--- src/rtl/brick_renderer_if.sv ---
// Bus between the brick renderer and its environment: draw handshake,
// brick-RAM read port and the VGA adapter plot port.
interface brick_renderer_if #(
    parameter int ADDR_W = 8
);
    logic              start;
    logic [17:0]       ram_q;
    logic [ADDR_W-1:0] ram_address;
    logic [7:0]        x;
    logic [6:0]        y;
    logic [2:0]        colour;
    logic              plot;
    logic              busy;
    logic              done;

    modport master (
        input  start,
        input  ram_q,
        output ram_address,
        output x,
        output y,
        output colour,
        output plot,
        output busy,
        output done
    );

    modport slave (
        output start,
        output ram_q,
        input  ram_address,
        input  x,
        input  y,
        input  colour,
        input  plot,
        input  busy,
        input  done
    );
endinterface

--- src/rtl/brick_renderer.sv ---
// Walks the brick RAM and rasterizes each record {colour, y, x} as a filled
// BRICK_W x BRICK_H rectangle. Optional macro: BRICK_SKIP_BLACK_EN (skip colour-0 records).
module brick_renderer #(
    parameter int NUM_BRICKS = 40,
    parameter int ADDR_W     = 8,
    parameter int BRICK_W    = 16,
    parameter int BRICK_H    = 4
) (
    input  logic             clk,
    input  logic             resetn,
    brick_renderer_if.master bus
);
    localparam int PX_W = (BRICK_W > 1) ? $clog2(BRICK_W) : 1;
    localparam int PY_W = (BRICK_H > 1) ? $clog2(BRICK_H) : 1;
    localparam logic [ADDR_W-1:0] LAST_IDX = ADDR_W'(NUM_BRICKS - 1);
    localparam logic [PX_W-1:0]   PX_LAST  = PX_W'(BRICK_W - 1);
    localparam logic [PY_W-1:0]   PY_LAST  = PY_W'(BRICK_H - 1);

    typedef enum logic [2:0] {
        S_IDLE  = 3'd0,
        S_FETCH = 3'd1,
        S_LOAD  = 3'd2,
        S_DRAW  = 3'd3,
        S_DONE  = 3'd4
    } state_e;

    state_e            state_q, state_d;
    logic [ADDR_W-1:0] index_q, index_d;
    logic [PX_W-1:0]   px_q, px_d;
    logic [PY_W-1:0]   py_q, py_d;
    logic [7:0]        base_x_q, base_x_d;
    logic [6:0]        base_y_q, base_y_d;
    logic [2:0]        base_col_q, base_col_d;

    logic [7:0]        x_q, x_d;
    logic [6:0]        y_q, y_d;
    logic [2:0]        colour_q, colour_d;
    logic              plot_q, plot_d;
    logic              busy_q, busy_d;
    logic              done_q, done_d;
    logic [ADDR_W-1:0] ram_address_q, ram_address_d;

    logic              skip_s;
    logic              last_brick_s;

`ifdef BRICK_SKIP_BLACK_EN
    assign skip_s = (bus.ram_q[17:15] == 3'b000);
`else
    assign skip_s = 1'b0;
`endif

    assign last_brick_s = (index_q == LAST_IDX);

    // Next-state logic: brick sequencing and pixel walk
    always_comb begin
        state_d    = state_q;
        index_d    = index_q;
        px_d       = px_q;
        py_d       = py_q;
        base_x_d   = base_x_q;
        base_y_d   = base_y_q;
        base_col_d = base_col_q;

        case (state_q)
            S_IDLE: begin
                if (bus.start) begin
                    state_d = S_FETCH;
                    index_d = {ADDR_W{1'b0}};
                end else begin
                    state_d = S_IDLE;
                end
            end

            S_FETCH: begin
                state_d = S_LOAD;
            end

            S_LOAD: begin
                base_x_d   = bus.ram_q[7:0];
                base_y_d   = bus.ram_q[14:8];
                base_col_d = bus.ram_q[17:15];
                px_d       = {PX_W{1'b0}};
                py_d       = {PY_W{1'b0}};
                if (!skip_s) begin
                    state_d = S_DRAW;
                end else if (last_brick_s) begin
                    state_d = S_DONE;
                end else begin
                    state_d = S_FETCH;
                    index_d = index_q + ADDR_W'(1'b1);
                end
            end

            S_DRAW: begin
                if (px_q != PX_LAST) begin
                    px_d = px_q + PX_W'(1'b1);
                end else begin
                    px_d = {PX_W{1'b0}};
                    if (py_q != PY_LAST) begin
                        py_d = py_q + PY_W'(1'b1);
                    end else begin
                        py_d = {PY_W{1'b0}};
                        if (last_brick_s) begin
                            state_d = S_DONE;
                        end else begin
                            state_d = S_FETCH;
                            index_d = index_q + ADDR_W'(1'b1);
                        end
                    end
                end
            end

            S_DONE: begin
                state_d = S_IDLE;
            end

            default: begin
                state_d = S_IDLE;
            end
        endcase
    end

    // Output decode from the next state so every port comes straight from a flop
    always_comb begin
        plot_d        = (state_d == S_DRAW);
        busy_d        = (state_d == S_FETCH) || (state_d == S_LOAD) || (state_d == S_DRAW);
        done_d        = (state_d == S_DONE);
        ram_address_d = index_d;
        if (plot_d) begin
            x_d      = base_x_d + 8'(px_d);
            y_d      = base_y_d + 7'(py_d);
            colour_d = base_col_d;
        end else begin
            x_d      = 8'd0;
            y_d      = 7'd0;
            colour_d = 3'd0;
        end
    end

    // State and output registers with synchronous active-low reset
    always_ff @(posedge clk) begin
        if (!resetn) begin
            state_q       <= S_IDLE;
            index_q       <= {ADDR_W{1'b0}};
            px_q          <= {PX_W{1'b0}};
            py_q          <= {PY_W{1'b0}};
            base_x_q      <= 8'd0;
            base_y_q      <= 7'd0;
            base_col_q    <= 3'd0;
            x_q           <= 8'd0;
            y_q           <= 7'd0;
            colour_q      <= 3'd0;
            plot_q        <= 1'b0;
            busy_q        <= 1'b0;
            done_q        <= 1'b0;
            ram_address_q <= {ADDR_W{1'b0}};
        end else begin
            state_q       <= state_d;
            index_q       <= index_d;
            px_q          <= px_d;
            py_q          <= py_d;
            base_x_q      <= base_x_d;
            base_y_q      <= base_y_d;
            base_col_q    <= base_col_d;
            x_q           <= x_d;
            y_q           <= y_d;
            colour_q      <= colour_d;
            plot_q        <= plot_d;
            busy_q        <= busy_d;
            done_q        <= done_d;
            ram_address_q <= ram_address_d;
        end
    end

    assign bus.x           = x_q;
    assign bus.y           = y_q;
    assign bus.colour      = colour_q;
    assign bus.plot        = plot_q;
    assign bus.busy        = busy_q;
    assign bus.done        = done_q;
    assign bus.ram_address = ram_address_q;

    brick_renderer_chk u_chk (
        .clk    (clk),
        .resetn (resetn),
        .plot   (plot_q),
        .busy   (busy_q),
        .done   (done_q)
    );
endmodule

// Output-relationship checks for brick_renderer.
module brick_renderer_chk (
    input logic clk,
    input logic resetn,
    input logic plot,
    input logic busy,
    input logic done
);
    // A pixel is only ever written while a pass is running
    plot_in_pass: assert property (@(posedge clk) disable iff (!resetn) plot |-> busy)
        else $error("plot asserted outside a pass");

    // done marks the end of a pass and lasts exactly one cycle
    done_not_busy: assert property (@(posedge clk) disable iff (!resetn) done |-> !busy)
        else $error("done asserted while busy");
    done_single: assert property (@(posedge clk) disable iff (!resetn) done |=> !done)
        else $error("done wider than one cycle");
endmodule

--- src/flat_wrapper.sv ---
// flat-port wrapper written by rule: the top's interface ports become plain ports
module brick_renderer_flat 
#(
    parameter int NUM_BRICKS = 40,
    parameter int ADDR_W     = 8,
    parameter int BRICK_W    = 16,
    parameter int BRICK_H    = 4
)
  (clk, resetn, bus_start, bus_ram_q, bus_ram_address, bus_x, bus_y, bus_colour, bus_plot, bus_busy, bus_done);
  brick_renderer_if #(.ADDR_W(ADDR_W)) bus_i ();
  input  logic clk;
  input  logic resetn;
  input wire logic [$bits(bus_i.start)-1:0] bus_start;
  input wire logic [$bits(bus_i.ram_q)-1:0] bus_ram_q;
  output wire logic [$bits(bus_i.ram_address)-1:0] bus_ram_address;
  output wire logic [$bits(bus_i.x)-1:0] bus_x;
  output wire logic [$bits(bus_i.y)-1:0] bus_y;
  output wire logic [$bits(bus_i.colour)-1:0] bus_colour;
  output wire logic [$bits(bus_i.plot)-1:0] bus_plot;
  output wire logic [$bits(bus_i.busy)-1:0] bus_busy;
  output wire logic [$bits(bus_i.done)-1:0] bus_done;
  assign bus_i.start = bus_start;
  assign bus_i.ram_q = bus_ram_q;
  assign bus_ram_address = bus_i.ram_address;
  assign bus_x = bus_i.x;
  assign bus_y = bus_i.y;
  assign bus_colour = bus_i.colour;
  assign bus_plot = bus_i.plot;
  assign bus_busy = bus_i.busy;
  assign bus_done = bus_i.done;
  brick_renderer #(.NUM_BRICKS(NUM_BRICKS), .ADDR_W(ADDR_W), .BRICK_W(BRICK_W), .BRICK_H(BRICK_H)) u_core (.clk(clk), .resetn(resetn), .bus(bus_i));
endmodule
--- config.mk ---
export PLATFORM = sky130hd
export DESIGN_NAME = brick_renderer_flat
export DESIGN_NICKNAME = d
export VERILOG_FILES = /design/src/rtl/brick_renderer_if.sv /design/src/rtl/brick_renderer.sv /design/src/flat_wrapper.sv
export SDC_FILE = /design/constraint.sdc
export NUM_CORES = 1
export LEC_CHECK = 0
export ABC_AREA = 0
export BUFFER_PORTS_ARGS = -buffer_cell sky130_fd_sc_hd__buf_2
export CAP_MARGIN = 20
export CELL_PAD_IN_SITES_DETAIL_PLACEMENT = 0
export CELL_PAD_IN_SITES_GLOBAL_PLACEMENT = 1
export CORE_MARGIN = 2
export CORE_UTILIZATION = 44
export CTS_CLUSTER_DIAMETER = 60
export DETAILED_ROUTE_END_ITERATION = 7
export GPL_TIMING_DRIVEN = 0
export PLACE_DENSITY_LB_ADDON = 0.1
export SKIP_CTS_REPAIR_TIMING = 1
export SLEW_MARGIN = 30
export SYNTH_ARGS = -nofsm -noshare
export SYNTH_HDL_FRONTEND = slang
export SYNTH_SLANG_ARGS = --single-unit
--- constraint.sdc ---
create_clock -name clk -period 4.6 [get_ports clk]
set_input_delay 0.46 -clock clk [delete_from_list [all_inputs] [get_ports clk]]
set_output_delay 0.46 -clock clk [all_outputs]
set_load 0.01 [all_outputs]
==> impl_results.md, run 1 <==
* Outcome: completed
* Cells after synthesis at 288
* Layout cells sized above 1 at 20.64%
* Final wirelength at 5.311 mm
* Drt first pass iters at 4
* Total CTS buffers at 5
* Yosys top cell area share at 44.29%
* Vias in the first global route at 1,852
* GR Overflow Total at 0
* Layout area overhead at 16.46%
* CP dominant cell by count: buf_2
* CTS sink cnt at 56
* Fin util at 53.21%
* Most common cell after layout, fill and taps aside: dfxtp_1
* Clock latency on the worst-skew pair at 0.30 ns
* Setup tns final at 0 ns
* Post-synth EDFFs at 0
* # setup viols final at 0
* Hold Violations, Final at 0
* Critical path data required time at 4.82 ns
* Buf/Inv on CP at 4
* Dpl hpwl at 3.913 mm
* Initial antenna violation count at 0
* Largest area contributor in the netlist: dfxtp_1
* Crit. End Element: register
* First-pass GRT wire length at 8.838 mm
* Initial Util at 45.69%
* Slew @ Worst Pin at 0.6680 ns
* Hold Slack at 0.4060 ns
* Synth area leaders: dfxtp_1 (44%), nand2_1 (5.5%), a21oi_1 (5.1%)
* Placed Area at 0.002867 sq mm
* Crit-path max FO at 10
* Most frequent cells in the layout: dfxtp_1 (56), buf_2 (53), nand2_1 (37), nor2_1 (34), a21oi_1 (26)
* Max Cap Viol at 0
* Minimum clock period at 3.340 ns
* FFs w/ async S/R, synth at 0%
* Design area at 0.002948 sq mm
* Row count at 27
* Die height at 79.85 um
* Leak at 1.341 nW
* Crit path kind: register to register
* Critical Path Source Type: register
* Fin. max-slew vios at 0
* Drt drc at 0
* Largest net degree at the start of global routing at 17
* FMAX at 299.4 MHz
* Final Wtd Congestion at 0.7662
* Clk pin slew, worst setup/hold paths at 0.09 ns
* Pwr/cell area at 294.5 mW/mm^2
* Filler Cell Count at 569
* Delay of the slowest critical-path stage at 0.43 ns
* Core box area at 0.005540 sq mm
* Final net count at 376
* Hold Crit Class: input pin to register
* DR vias/cell at 5.058
* Average wire per standard cell at 12.77 um
* Gr usage total at 17.85%
* Netlist cell types at 44
* Clock Skew at 0.006285 ns
* Die Wd at 79.85 um
* Slowest cell on the critical path: dfxtp_1
* Fin crit share at 72.62%
* Synth Register Bits at 56
* Syn nets at 320
* CP arrival at 3.56 ns
* Clk buf depth at 2
* CP cell instances: nor3b_1 > buf_2 > buf_2 > buf_2 > nand2_1 > nand2_1 > ha_1 > inv_1 > fa_1 > nand2b_1 > a21oi_1 > xor2_1 > nor2_1 > a211oi_1
* Mapped Avg Cell Area at 8.789 sq um
* Synth warn at 0
* Worst vdd ir at 130.2 uV
* 1st-iter DRT viols at 76
* Diodes inserted at 0
* Worst slew margin at 55.20%
* RSZ-0062 raised after global routing: false
* Top_reg_cell synth: dfxtp_1
* Cell Area, Synth at 0.002531 sq mm
* Total number of vias at 2,104
* CTS root buf: clkbuf_8
* I/O Pins at 50
* H-tree depth at 2
* CP top delay family: buffers and inverters
* Antenna viol nets, final at 0
* Die area at 0.006375 sq mm
* Seq/Total Area, Yosys at 44.29%
* CTS tree: built
* I/O Buffers at 49
-- per-stage QoR --
stage | worst slack, ns | std cells | total power (W)
4_1_cts | 1.194 | 416 | 0.0008858
3_3_place_gp | 1.173 | 409 | 0.0006252
6_report | 1.260 | 416 | 0.0008683
3_5_place_dp | 1.219 | 409 | 0.0006253
2_1_floorplan | 1.843 | 288 | 0.0005884
5_1_grt | 0.8808 | 416 | 0.0009128
-- worst reg2reg max path, stage by stage (launching register included) --
cell	delay (ns)
dfxtp_1	0.43
nor3b_1	0.27
buf_2	0.31
buf_2	0.32
buf_2	0.28
nand2_1	0.10
nand2_1	0.07
ha_1	0.20
inv_1	0.07
fa_1	0.39
nand2b_1	0.20
a21oi_1	0.18
xor2_1	0.17
nor2_1	0.05
a211oi_1	0.21
-- synthesized netlist by cell type, drive strengths merged, types with 6 or more instances --
library cell	n
xnor2	7
mux2i	9
nand2	37
o21ai	11
nor2	35
buf	6
xor2	7
dfxtp	56
inv	8
nand3	14
and3	8
a211oi	8
ha	9
a21oi	26
-- power by group --
part	internal [W]	switching, W	leakage, nW
registers	0.000500	0.00000705	0.454
logic	0.0000416	0.0000648	0.848
clock network	0.000104	0.000152	0.0400
-- flip-flops by register name, summed over array words and instances, names as in the netlist --
register                cells
u_core.bus.colour           3
u_core.base_x_q             8
u_core.bus.plot             1
u_core.bus.y                7
u_core.bus.done             1
u_core.py_q                 2
u_core.base_y_q             7
u_core.state_q              3
u_core.bus.x                8
u_core.px_q                 4
u_core.bus.ram_address      8
u_core.base_col_q           3
u_core.bus.busy             1
-- cell families (layout without fill, tap and decap cells) --
logic type / Yosys count / in the layout / synth area share (%)
multiplexers: 9 / 9 / 3.559
flip-flops: 56 / 56 / 44.29
buffers and inverters: 19 / 75 / 3.658
adder cells (fa/ha/maj): 11 / 11 / 6.031
AO/OA/AOI/OAI: 57 / 57 / 13.59
XOR/XNOR: 14 / 14 / 4.844
AND/OR/NAND/NOR: 122 / 122 / 24.02
-- layer usage --
metal | share of wire, % | vias to the layer above | track usage, % | wire length [um]
li1 | - | 1107 | - | -
met1 | 48 | 935 | 24.66 | 2561
met2 | 45 | 55 | 28.15 | 2385
met3 | 5.5 | 7 | 3.167 | 292
met4 | 1.3 | 0 | 6.102 | 71
met5 | 0 | - | 0 | 0
-- path summary, 6_finish.rpt --
check	slack (ns)	depth (start not counted)	end	from
max	1.26	14	u_core.bus.x[6]	u_core.state_q[1]
min	0.41	3	u_core.base_y_q[6]	bus_ram_q[14]
max reg2reg	1.26	14	u_core.bus.x[6]	u_core.state_q[1]
min reg2reg	0.47	2	u_core.base_x_q[2]	u_core.base_x_q[2]
-- cell type report --
class                           instances  area [sq um]  share of cell area [%]
Multi-Input combinational cell        213          1318                   44.69
Sequential cell                        56          1121                   38.03
Timing Repair Buffer                   49         245.2                   8.319
Tap cell                               72         90.09                   3.056
Clock buffer                            5         68.82                   2.334
Buffer                                 10         57.56                   1.952
Inverter                                9         35.03                   1.188
Clock inverter                          2         12.51                  0.4244
Note: power is estimated with default switching activity, not from simulation.
==> run 2: changes to the inputs <==
--- a/config.mk
+++ b/config.mk
@@ -11,7 +11,7 @@
 export CELL_PAD_IN_SITES_DETAIL_PLACEMENT = 0
 export CELL_PAD_IN_SITES_GLOBAL_PLACEMENT = 1
 export CORE_MARGIN = 2
-export CORE_UTILIZATION = 44
+export CORE_UTILIZATION = 41
 export CTS_CLUSTER_DIAMETER = 60
 export DETAILED_ROUTE_END_ITERATION = 7
 export GPL_TIMING_DRIVEN = 0
==> constraint.sdc (replaced) <==
create_clock -name clk -period 3.28 [get_ports clk]
set_input_delay 0.328 -clock clk [delete_from_list [all_inputs] [get_ports clk]]
set_output_delay 0.328 -clock clk [all_outputs]
set_load 0.01 [all_outputs]
==> run 2 against run 1 <==
Effect of this change:
- hold slack got worse by 0.14 ns
- utilization down 2.9 points
- clock power is 75% higher
- first-iteration DRC count grew 3.9%
- routed wire length grew 4.7%
- non-clock buffer count is the same
- combinational power increased by 43%
- critical path depth up 1
- largest cell class unchanged
==> impl_results.md, run 2 (synthesized netlist as in run 1, its figures left out) <==
* Filler Cell Count at 622 (+9.3%)
* FMAX at 332.8 MHz (+11%)
* Net switching power at 0.0003201 W (+43%)
* # setup viols final at 0 (unchanged)
* Hold Crit Class: input pin to register
* Placed cells at 412 (+0.73%)
* I/O Buffers at 49 (unchanged)
* Minimum clock period at 3.005 ns (-0.3351 ns)
* Fin. max-slew vios at 0 (unchanged)
* Int Pwr at 0.0009888 W (+53%)
* Register area at 0.001122 sq mm (+0.11%)
* CTS sink cnt at 56 (unchanged)
* Outcome: completed
* Initial Util at 42.50% (-3.2 points)
* CTS root buf: clkbuf_8
* Vias in the first global route at 1,981 (+7.0%)
* Worst vdd ir at 205.0 uV (+57%)
* Total CTS buffers at 5 (unchanged)
* Final net count at 376 (unchanged)
* Core box area at 0.005956 sq mm (+7.5%)
* Clock Skew at 0.006660 ns (+0.0003754 ns)
* Hold Violations, Final at 0 (unchanged)
* Drt first pass iters at 4 (unchanged)
* RSZ-0062 raised after global routing: false
* DR vias/cell at 5.038 (-0.39%)
* Area of the multi-input gates at 0.001323 sq mm (+0.38%)
* Antenna viol nets, final at 0 (unchanged)
* Met3 Use GR at 4.130% (+0.96 points)
* Leak at 1.361 nW (+1.5%)
* First-pass GRT wire length at 9.190 mm (+4.0%)
* Hold Slack at 0.2635 ns (-0.1424 ns)
* Met1 Track Usage GR at 22.79% (-1.9 points)
* Crit. End Element: register
* Largest net degree at the start of global routing at 17 (unchanged)
* Slew @ Worst Pin at 0.6396 ns (-0.02847 ns)
* Clk buf depth at 2 (unchanged)
* I/O Pins at 50 (unchanged)
* Drt drc at 0 (unchanged)
* CP arrival at 3.23 ns (-0.33 ns)
* GRT busiest layer: met2
* Pwr/cell area at 437.0 mW/mm^2 (+48%)
* Critical Path Source Type: register
* Total number of vias at 2,116 (+0.57%)
* Row count at 28 (+3.7%)
* Most frequent cells in the layout: dfxtp_1 (55), buf_2 (50), nand2_1 (37), nor2_1 (34), a21oi_1 (26)
* 1st-iter DRT viols at 79 (+3.9%)
* GR Overflow Total at 0 (unchanged)
* CTS tree: built
* Crit path kind: register to register
* Most common cell after layout, fill and taps aside: dfxtp_1
* Initial antenna violation count at 0 (unchanged)
* Layout Cells excl Fill at 420 (+0.96%)
* Critical path data required time at 3.51 ns (-1.31 ns)
* Max Cap Viol at 0 (unchanged)
* Final Wtd Congestion at 0.7896 (+3.1%)
* Layout area overhead at 18.34%
* Clock share of power at 34.0% (+4.6 points)
* Layout cells sized above 1 at 21.16% (+0.52 points)
* Gate power share at 11.6% (-0.7 points)
* Worst reg2reg setup slack at 0.27 ns (-0.98 ns)
* Clk pin slew, worst setup/hold paths at 0.10 ns (about the same)
* Crit-path max FO at 10 (unchanged)
* Sw frac at 24.46% (-1.3 points)
* Fin crit share at 91.62% (+19 points)
* Seq pwr share at 54.3% (-4.0 points)
* Gr usage total at 17.79% (-0.058 points)
* Diodes inserted at 0 (unchanged)
* Die height at 82.57 um (+3.4%)
* Met2 usage at 29.76% (+1.6 points)
* Die area at 0.006818 sq mm (+6.9%)
* Worst slew margin at 57.11% (+1.9 points)
* H-tree depth at 2 (unchanged)
* Die Wd at 82.57 um (+3.4%)
* Clock latency on the worst-skew pair at 0.31 ns (about the same)
* Dpl hpwl at 4.031 mm (+3.0%)
* Average wire per standard cell at 13.24 um (+3.7%)
* Final wirelength at 5.561 mm (+4.7%)
-- run 2: critical path: stages (launching register included) --
cell	delay, ns
dfxtp_1	0.32
buf_6	0.13
nor3b_2	0.21
buf_4	0.23
buf_6	0.18
clkbuf_4	0.22
nand2_1	0.10
nand2_1	0.07
ha_1	0.20
inv_1	0.07
fa_1	0.39
nand2b_1	0.20
a21oi_1	0.18
xor2_1	0.16
nor2_1	0.05
a211oi_1	0.21
-- run 2: worst paths after layout --
kind / from / to / cells after the start
worst min register to register: u_core.base_y_q[0] / u_core.base_y_q[0] / 2
worst max-delay path: u_core.state_q[0] / u_core.bus.x[6] / 15
worst min-delay path: bus_ram_q[14] / u_core.base_y_q[6] / 3
worst max register to register: u_core.state_q[0] / u_core.bus.x[6] / 15
-- run 2: metal layers --
| layer | part of all wire (%) | vias up |
|---|---|---|
| met2 | 46 | 41 |
| met5 | 0 | - |
| met3 | 4.7 | 6 |
| met1 | 48 | 960 |
| met4 | 1.3 | 0 |
| li1 | - | 1109 |
-- run 2: final cells by class --
type / instances / share of cell area, %
clock buffer: 6 / 2.423
clock inverter: 2 / 1.170
tap: 75 / 3.133
multi-input combinational: 213 / 44.15
inverter: 9 / 1.170
sequential: 56 / 37.47
buffer: 10 / 2.297
timing repair buffer: 49 / 8.187
-- run 2: power by group through the flow --
stage                      logic, W  registers, W  clock network, W
after floorplan           0.0000969      0.000728                 0
after global placement     0.000151      0.000726                 0
after detailed placement   0.000152      0.000726                 0
after CTS                  0.000152      0.000710          0.000465
after global routing       0.000174      0.000714          0.000484
final                      0.000152      0.000711          0.000446
-- run 2: stage by stage --
| step | utilization [%] | setup WS, ns | setup TNS [ns] | instance area, sq um | total power (W) |
|---|---|---|---|---|---|
| detailed placement | 48.19 | -0.08941 | -0.08941 | 2870 | 0.0008777 |
| finish | 50.29 | 0.2748 | 0 | 2995 | 0.001309 |
| floorplan | - | 0.5228 | 0 | 2531 | 0.0008252 |
| global route | 50.29 | 0.01426 | 0 | 2995 | 0.001372 |
| CTS | 50.00 | -0.1239 | -0.1239 | 2978 | 0.001328 |
| global placement | 48.19 | -0.1521 | -0.1521 | 2870 | 0.0008773 |
==> run 3: changes to the inputs <==
==> constraint.sdc (replaced) <==
create_clock -name clk -period 3.1 [get_ports clk]
set_input_delay 0.31 -clock clk [delete_from_list [all_inputs] [get_ports clk]]
set_output_delay 0.31 -clock clk [all_outputs]
set_load 0.01 [all_outputs]
==> run 3 against run 2 <==
Effect of this change:
- hold slack got worse by 0.017 ns
- fmax increased by 5.0%
- via count increased by 0.61%
- cell count increased by 0.24%
==> impl_results.md, run 3 (synthesized netlist as in run 1, its figures left out) <==
* Outcome: completed
* H-tree depth at 2 (unchanged)
* Register area at 0.001122 sq mm (unchanged)
* Most frequent cells in the layout: dfxtp_1 (55), buf_2 (50), nand2_1 (37), nor2_1 (34), a21oi_1 (25)
* Worst slew margin at 58.06% (+0.95 points)
* Total number of vias at 2,129 (+0.61%)
* # setup viols final at 0 (unchanged)
* Fin crit share at 92.33% (+0.71 points)
* Fin. max-slew vios at 0 (unchanged)
* Pwr/cell area at 460.3 mW/mm^2 (+5.3%)
* Row count at 28 (unchanged)
* CTS tree: built
* FMAX at 349.4 MHz (+5.0%)
* Origin of the worst setup path: u_core.state_q[0]
* I/O Pins at 50 (unchanged)
* Average wire per standard cell at 13.21 um (-0.24%)
* Critical path data required time at 3.32 ns (-0.19 ns)
* Fin util at 50.57% (+0.27 points)
* Vias in the first global route at 1,981 (unchanged)
* Place WS at -0.2694 ns (-0.1800 ns)
* Diodes inserted at 0 (unchanged)
* Area of the multi-input gates at 0.001326 sq mm (+0.28%)
* Crit. End Element: register
* Final net count at 377 (+0.27%)
* Final worst slack at 0.2377 ns (-0.03710 ns)
* Layout cells sized above 1 at 21.97% (+0.81 points)
* Slew @ Worst Pin at 0.6253 ns (-0.01422 ns)
* Antenna viol nets, final at 0 (unchanged)
* Worst vdd ir at 216.8 uV (+5.8%)
* Core box area at 0.005956 sq mm (unchanged)
* Gr usage total at 17.79% (unchanged)
* Critical Path Source Type: register
* Final Wtd Congestion at 0.7896 (unchanged)
* Die area at 0.006818 sq mm (unchanged)
* Reg2Reg Launch Point: u_core.state_q[0]
* GR Overflow Total at 0 (unchanged)
* Largest net degree at the start of global routing at 17 (unchanged)
* Die height at 82.57 um (unchanged)
* Hold Crit Class: input pin to register
* CP arrival at 3.09 ns (-0.14 ns)
* Leak at 1.370 nW (+0.68%)
* Final wirelength at 5.561 mm (unchanged)
* Clock Skew at 0.007405 ns (+0.0007447 ns)
* Die Wd at 82.57 um (unchanged)
* Clk pin slew, worst setup/hold paths at 0.10 ns (about the same)
* First-pass GRT wire length at 9.190 mm (unchanged)
* I/O Buffers at 49 (unchanged)
* Power consumption at 0.001386 W (+5.9%)
* Most common cell after layout, fill and taps aside: dfxtp_1
* Layout area overhead at 18.98%
* Initial Util at 42.50% (unchanged)
* Crit path kind: register to register
* Clk buf depth at 2 (unchanged)
* 1st-iter DRT viols at 79 (unchanged)
* Setup tns final at 0 ns (unchanged)
* Hold Violations, Final at 0 (unchanged)
* Total CTS buffers at 5 (unchanged)
* Filler Cell Count at 622 (unchanged)
* Dpl hpwl at 4.031 mm (unchanged)
* DR vias/cell at 5.057 (+0.38%)
* Minimum clock period at 2.862 ns (-0.1429 ns)
* Max Cap Viol at 0 (unchanged)
* CTS sink cnt at 56 (unchanged)
* Hold Crit Start: bus_ram_q[14]
* Clock latency on the worst-skew pair at 0.31 ns (about the same)
* CTS root buf: clkbuf_8
* Crit-path max FO at 10 (unchanged)
* Initial antenna violation count at 0 (unchanged)
* Drt first pass iters at 4 (unchanged)
* Drt drc at 0 (unchanged)
* RSZ-0062 raised after global routing: false
[run 3: cell count changes in the layout (fill, tap and decap cells not counted)]
cell / change
clkbuf_4: -1
buf_4: +1
a21oi_1: -1
clkbuf_2: +1
a21oi_2: +1
clkbuf_1: -1
buf_6: +1
[run 3: final cells by class]
class	instances	share of cell area (%)
Tap cell	75	3.116
Clock buffer	6	2.410
Buffer	10	2.451
Clock inverter	2	1.163
Timing Repair Buffer	50	8.392
Inverter	9	1.163
Multi-Input combinational cell	213	44.04
Sequential cell	56	37.27
[run 3: path summary, 6_finish.rpt]
kind         slack (ns)  cells after the start                 end
max                0.24                     15     u_core.bus.x[6]
min                0.25                      3  u_core.base_y_q[6]
max reg2reg        0.24                     15     u_core.bus.x[6]
min reg2reg        0.47                      2  u_core.base_y_q[0]
[run 3: critical path, cell delays in order (launching register included)]
cell and delay (ns):
dfxtp_1 0.32, buf_6 0.13, nor3b_2 0.24, buf_6 0.13, buf_6 0.14, buf_4 0.19
nand2_1 0.10, nand2_1 0.07, ha_1 0.20, inv_1 0.07, fa_1 0.39, nand2b_1 0.21
a21oi_2 0.16, xor2_1 0.16, nor2_1 0.05, a211oi_1 0.21
[run 3: layer usage]
metal | share of wire (%) | vias up | track usage (%)
met5 | 0 | - | 0
met4 | 1.3 | 0 | 5.410
met3 | 4.0 | 6 | 4.130
met2 | 46 | 38 | 29.76
met1 | 49 | 972 | 22.79
li1 | - | 1113 | -
[run 3: stage by stage]
step | cells | hold WS, ns | area, sq um
6_report | 421 | 0.2469 | 3012
5_1_grt | 421 | 0.2501 | 3012
4_1_cts | 420 | 0.2387 | 2978
3_5_place_dp | 412 | 0.4556 | 2870
3_3_place_gp | 412 | 0.4512 | 2870
2_1_floorplan | 288 | 0.4317 | 2531
[run 3: power by group]
group          total (W)  switching, W  internal [W]  leakage, nW
Sequential      0.000752     0.0000105      0.000742        0.454
Clock           0.000470      0.000230      0.000240       0.0552
Combinational   0.000164     0.0000968     0.0000669        0.861
